===== src/rtl/fwd_hazard_unit.sv =====
`default_nettype none
// ============================================================================
// Module   : fwd_hazard_unit
// Purpose  : Tracks in-flight destinations; picks forwarding sources for ID
//            operands and raises load-use / interlock stalls.
// Revision : 1.0  initial release
// ============================================================================
module fwd_hazard_unit #(
    parameter int REG_W    = 4,
    parameter int NUM_SRC  = 3,
    parameter int DEPTH    = 3,
    parameter int LOAD_LAT = 1,
    parameter int SEL_W    = 2
) (
    input  logic                       clk,
    input  logic                       rst,
    input  logic                       en,
    input  logic                       flush,
    input  logic                       id_valid,
    input  logic [REG_W-1:0]           id_dest,
    input  logic                       id_wb_en,
    input  logic                       id_mem_read,
    input  logic [NUM_SRC*REG_W-1:0]   src_addr,
    input  logic [NUM_SRC-1:0]         src_used,
    output logic [NUM_SRC*SEL_W-1:0]   sel,
    output logic                       stall,
    output logic [15:0]                stall_cnt
);

    localparam logic [15:0] c_CNT_MAX = 16'hFFFF;

    // Entry 1 is the EXE stage, entry DEPTH the WB stage.
    logic [DEPTH:1]     r_valid;
    logic [DEPTH:1]     r_load;
    logic [REG_W-1:0]   r_dest [1:DEPTH];
    logic [15:0]        r_stall_cnt;

    logic [NUM_SRC-1:0] w_any;
    logic [NUM_SRC-1:0] w_load_hz;
    logic               w_stall;

    genvar s, k;
    generate
        for (s = 0; s < NUM_SRC; s++) begin : g_src
            logic [DEPTH:1]   w_match;
            logic [SEL_W-1:0] w_ks;
            logic             w_anys;
            logic             w_hzs;

            for (k = 1; k <= DEPTH; k++) begin : g_ent
                assign w_match[k] = src_used[s] & r_valid[k] &
                                    (r_dest[k] == src_addr[s*REG_W +: REG_W]);
            end

            // Scan oldest to youngest so the youngest producer is the last writer.
            always_comb begin
                w_ks   = '0;
                w_anys = 1'b0;
                w_hzs  = 1'b0;
                for (int j = DEPTH; j >= 1; j--) begin
                    if (w_match[j]) begin
                        w_ks   = SEL_W'(j);
                        w_anys = 1'b1;
                        w_hzs  = r_load[j] && (j <= LOAD_LAT);
                    end
                end
            end

            assign w_any[s]     = w_anys;
            assign w_load_hz[s] = w_hzs;
            assign sel[s*SEL_W +: SEL_W] = (id_valid && en && !w_stall) ? w_ks : '0;
        end
    endgenerate

    assign w_stall   = id_valid & (en ? (|w_load_hz) : (|w_any));
    assign stall     = w_stall;
    assign stall_cnt = r_stall_cnt;

    always_ff @(posedge clk) begin
        if (rst) begin
            r_valid     <= '0;
            r_load      <= '0;
            r_stall_cnt <= '0;
            for (int j = 1; j <= DEPTH; j++) begin
                r_dest[j] <= '0;
            end
        end else begin
            // A stalled ID instruction enters the pipe as a bubble.
            r_valid[1] <= flush ? 1'b0 : (id_valid & id_wb_en & ~w_stall);
            r_load[1]  <= id_mem_read;
            r_dest[1]  <= id_dest;
            for (int j = 2; j <= DEPTH; j++) begin
                r_valid[j] <= flush ? 1'b0 : r_valid[j-1];
                r_load[j]  <= r_load[j-1];
                r_dest[j]  <= r_dest[j-1];
            end
            if (w_stall && (r_stall_cnt != c_CNT_MAX)) begin
                r_stall_cnt <= r_stall_cnt + 16'd1;
            end
        end
    end

endmodule
`default_nettype wire


===== config.mk =====
export PLATFORM = sky130hd
export DESIGN_NAME = fwd_hazard_unit
export DESIGN_NICKNAME = d
export VERILOG_FILES = /design/src/rtl/fwd_hazard_unit.sv
export SDC_FILE = /design/constraint.sdc
export NUM_CORES = 1
export LEC_CHECK = 0
export CORE_MARGIN = 5
export CORE_UTILIZATION = 40
export DETAILED_ROUTE_END_ITERATION = 10
export PLACE_DENSITY = 0.7
export SYNTH_ARGS = -nofsm -noshare
export SYNTH_HDL_FRONTEND = slang
export SYNTH_SLANG_ARGS = --single-unit
export TNS_END_PERCENT = 50

===== constraint.sdc =====
create_clock -name clk -period 2.3 [get_ports clk]
set_clock_uncertainty 0.05 [all_clocks]
set_input_delay 0.23 -clock clk [delete_from_list [all_inputs] [get_ports clk]]
set_output_delay 0.23 -clock clk [all_outputs]
set_load 0.05 [all_outputs]

# Word-level counts from Yosys, hierarchy flattened
# Memories as Yosys holds them, arrays and structs flattened.
# Index checks and enable logic that the tools add are counted.
# word_totals
ff_bits,20
mem_bits_rw,12
in_bits,26
out_inout_bits,23
elab_cells,78
mem_count,1
# classes
add_sub_neg,1
eq_ne,10
n_mux,31
bitwise_logic,25
n_reduce_logical,7
# memory_table
name,depth,word_bits,read_ports,rd_clocked_by_memory_dff,write_ports,line,text
r_dest,3,4,3,0,3,35,logic [REG_W-1:0] r_dest [1:DEPTH];
# ops
op,count
== test 4 bit,9
two-way mux 2 bit,12
bitwise AND 1 bit,21
"adder 16 x 1 -> 16 bit, second input constant",1
two-way mux 1 bit,16
"!= test 16 bit, second input constant",1
two-way mux 4 bit,3
OR reduction 3 bit,2
logical AND 1 bit,3
bitwise OR 1 bit,3
OR reduction 2 bit,1
logical NOT 1 bit,1
NOT 1 bit,1

# Depth between registers and ports, before layout
# depth
ltp_word,11
ltp_mapped,9
mapped_depth_nobuf,8

# Least setup slack after synthesis
# OpenSTA, ideal clock, no wires.
# synth_timing
kind,register to output
start,reg r_dest[0][7] (netlist name)
end,out sel[3]
arrival_ns,2.799
required_ns,2.020
setup_slack_ns,-0.779
path_stages_with_launch,8
n_path_buf,1
cell_sequence,dfxtp_1 > xor2_1 > nor3_1 > and4_4 > o31a_2 > or3_1 > clkbuf_1 > a211oi_1
# synth_lines
item,line,text
"end, declared",25,"output logic [NUM_SRC*SEL_W-1:0] sel,"

==> impl_metrics.env <==
export IMPL_area_growth_synth_to_final_pct=67.9
export IMPL_finalCriticalPeriod_ps=2510
export IMPL_site_rows=25
export IMPL_cts_num_sinks=32
export IMPL_slew_headroom_pct=55.9
export IMPL_timing_rr_start="r_dest[0][4]"
export IMPL_layout_cells_non_filler=366
export IMPL_synth_edff_count=0
export IMPL_globalRoute_totalOverflow=0
export IMPL_place_detailed_hpwl_mm=4.16
export IMPL_grt_start_max_net_pins=18
export IMPL_yosys_area_share_adder_pct=0.660
export IMPL_cts_hold_buffers=0
export IMPL_die_width_um=78.8
export IMPL_grt_pass1_vias=2034
export IMPL_ys_warnings_count=0
export IMPL_synthMuxAreaShare_pct=1.78
export IMPL_synthDominantAreaCellType="dfxtp_1"
export IMPL_dr_total_vias=1938
export IMPL_mostFrequentLayoutCell="buf_4"
export IMPL_avgViaCountPerCell=5.30
export IMPL_routedWlPerCell_um=15.7
export IMPL_detail_route_first_pass_iterations=4
export IMPL_clkTransAtPathRegs_ps=70
export IMPL_final_number_of_hold_violating_endpoints=0
export IMPL_synth_seq_cells=32
export IMPL_antenna_cells_inserted=0
export IMPL_finalSetupViolations=21
export IMPL_yosys_area_share_xor_xnor_pct=14.3
export IMPL_avgSynthCellArea_um2=8.74
export IMPL_routabilityCongestion=0.877
export IMPL_cp_arrival_ps=2230
export IMPL_fraction_of_final_layout_cells_with_drive_strength_greater_than_1_pct=37.8
export IMPL_p_total_mw=1.22
export IMPL_slew_violations=0
export IMPL_starting_density_of_the_core_pct=40.7
export IMPL_path_type_of_the_worst_setup_path="flip-flop to output pin"
export IMPL_period_share_pct=109
export IMPL_globalRouteTotalUtil_pct=19.0
export IMPL_tritoncts_clock_tree="done"
export IMPL_ys_flop_type="dfxtp_1"
export IMPL_final_core_util_pct=68.3
export IMPL_ctsHtreeMaxLevel=2
export IMPL_syn_cell_area_um2=1900
export IMPL_post_synth_inst_count=217
export IMPL_clockRootBuffer="clkbuf_8"
export IMPL_full_die_area_um2=6220
export IMPL_data_required_critical_path_ps=2020
export IMPL_regArea_um2=663
export IMPL_port_buffer_count=48
export IMPL_failed_checks="negative setup slack"
export IMPL_synthesis_nets=244
export IMPL_setup_tns_final_ps=-2390
export IMPL_worstSetupEndpointType="output pin"
export IMPL_crit_path_start_kind="flip-flop"
export IMPL_drv_cap=0
export IMPL_post_synth_top_area_fraction_pct=33.8
export IMPL_worst_hold_check_path_type="input port to flip-flop"
export IMPL_fin_worst_hold_slack_ps=435
export IMPL_drc=0
export IMPL_multi_input_comb_area_um2=1390
export IMPL_simple_gate_portion_of_the_synthesized_area_pct=30.8
export IMPL_ys_types=54
export IMPL_layout_filler_cells=366
export IMPL_synthArstFlopShare_pct=0
export IMPL_timing_final_ws_setup_ps=-209
export IMPL_most_frequent_cells_in_the_layout="buf_4, clkdlybuf4s50_1, dfxtp_1, nor2_1, xnor2_1"
export IMPL_power_ir_vdd_worst_mv=0.444
export IMPL_clock_insertion_delay_worst_skew_ps=280
export IMPL_dr_first_iter_drc_count=92
export IMPL_preCtsSetupSlack_ps=-547
export IMPL_unrepaired_setup_endpoints_after_global_routing="true"
export IMPL_floorplan_die_height_um=78.8
export IMPL_cts_root_to_sink_buffers=2
export IMPL_hold_path_startpoint="id_dest[3]"
export IMPL_synthesized_area_fraction_occupied_by_ao_oa_aoi_and_oai_cells_pct=14.1
export IMPL_antenna_violations_before_repair=0
export IMPL_layout_cell_area_non_filler_um2=3180
export IMPL_cellLeakagePower_nw=1.24
export IMPL_tightestPinTransition_ps=659
export IMPL_pin_count=49
export IMPL_synth_seq_area_share_pct=33.8
export IMPL_critical_path_peak_fanout=6
export IMPL_tritoncts_num_buffers=5
export IMPL_postRouteAntennaNets=0
export IMPL_place_detailed_instances=349
export IMPL_fmax_ghz=0.399
export IMPL_synth_area_top_cells="dfxtp_1, xnor2_1, xor2_1"
export IMPL_placement_cell_area_um2=2820
export IMPL_powerDensity_nw_per_um2=383
export IMPL_core_um2=4660
export IMPL_final_nets=338
export IMPL_detail_route_wirelength_mm=5.75
export IMPL_run_status="finished with violations"
export IMPL_main_combinational_cell_family_by_area_after_synthesis="simple AND/OR/NAND/NOR gates"
export IMPL_cp_startpoint="r_dest[0][5]"
export IMPL_grt_pass1_wl_mm=9.41
==> path summary, 6_finish.rpt <==
kind	endpoint	slack (ps)	cells past startpoint
setup / recovery	sel[1]	-210	7
hold / removal	r_dest[0][7]	440	2
setup reg to reg	stall_cnt[8]	-160	12
hold reg to reg	stall_cnt[1]	450	2
==> layer usage <==
layer  track usage [%]  vias to the layer above  wire length [um]
met2              33.0                       58              2930
met1              22.3                      916              2400
li1                  -                      952                 -
met3              4.08                       12               263
met4              8.59                        0               157
met5                 0                        -                 0
==> worst max-delay path, cell delays in order (launching register included) <==
cell	delay [ps]
dfxtp_4	370
buf_4	160
xor2_4	180
nor4b_4	80
o31a_4	350
or3_4	410
nor3b_4	240
buf_12	160
==> layout make-up <==
| class | instances | share of cell area, % |
|---|---|---|
| Inverter | 14 | 1.73 |
| Multi-Input combinational cell | 164 | 43.7 |
| Clock inverter | 2 | 0.314 |
| Sequential cell | 32 | 20.8 |
| Clock buffer | 6 | 2.59 |
| Timing Repair Buffer | 94 | 28.7 |
| Tap cell | 54 | 2.12 |
==> what timing repair did <==
item,CTS,global route
endpoints found under the setup margin,22,23
resized for setup,36,25
gates cloned,1,0
buffers inserted,7,2
pin swaps,30,18
==> cells by family (layout without fill, tap and decap cells) <==
logic type | count (synthesis) | in the layout
simple gates | 96 | 96
compound gates | 33 | 33
flops | 32 | 32
xor+xnor | 31 | 31
buf+inv | 21 | 116
mux | 3 | 3
fa+ha+maj | 1 | 1
==> synthesized netlist by cell type (all sizes together) (3+ instances only) <==
master	n
dfxtp	32
nor2	23
xnor2	16
xor2	15
inv	14
nor2b	12
a21oi	10
nand2	10
nand3	10
nor3	8
nand4	6
or4	6
clkbuf	5
o31ai	5
or3	4
and2	3
mux2	3
nor4	3
==> registers in the layout, summed over array words and instances, names as in the netlist <==
signal,flops
stall_cnt,16
r_valid,3
r_load,1
r_dest,12
==> power by group <==
part	total [mW]	switching [mW]	internal, mW
Clock	0.451	0.213	0.239
Sequential	0.578	0.0150	0.563
Combinational	0.191	0.0891	0.102
Total	1.22	0.317	0.903
Note: power is estimated with default switching activity, not from simulation.
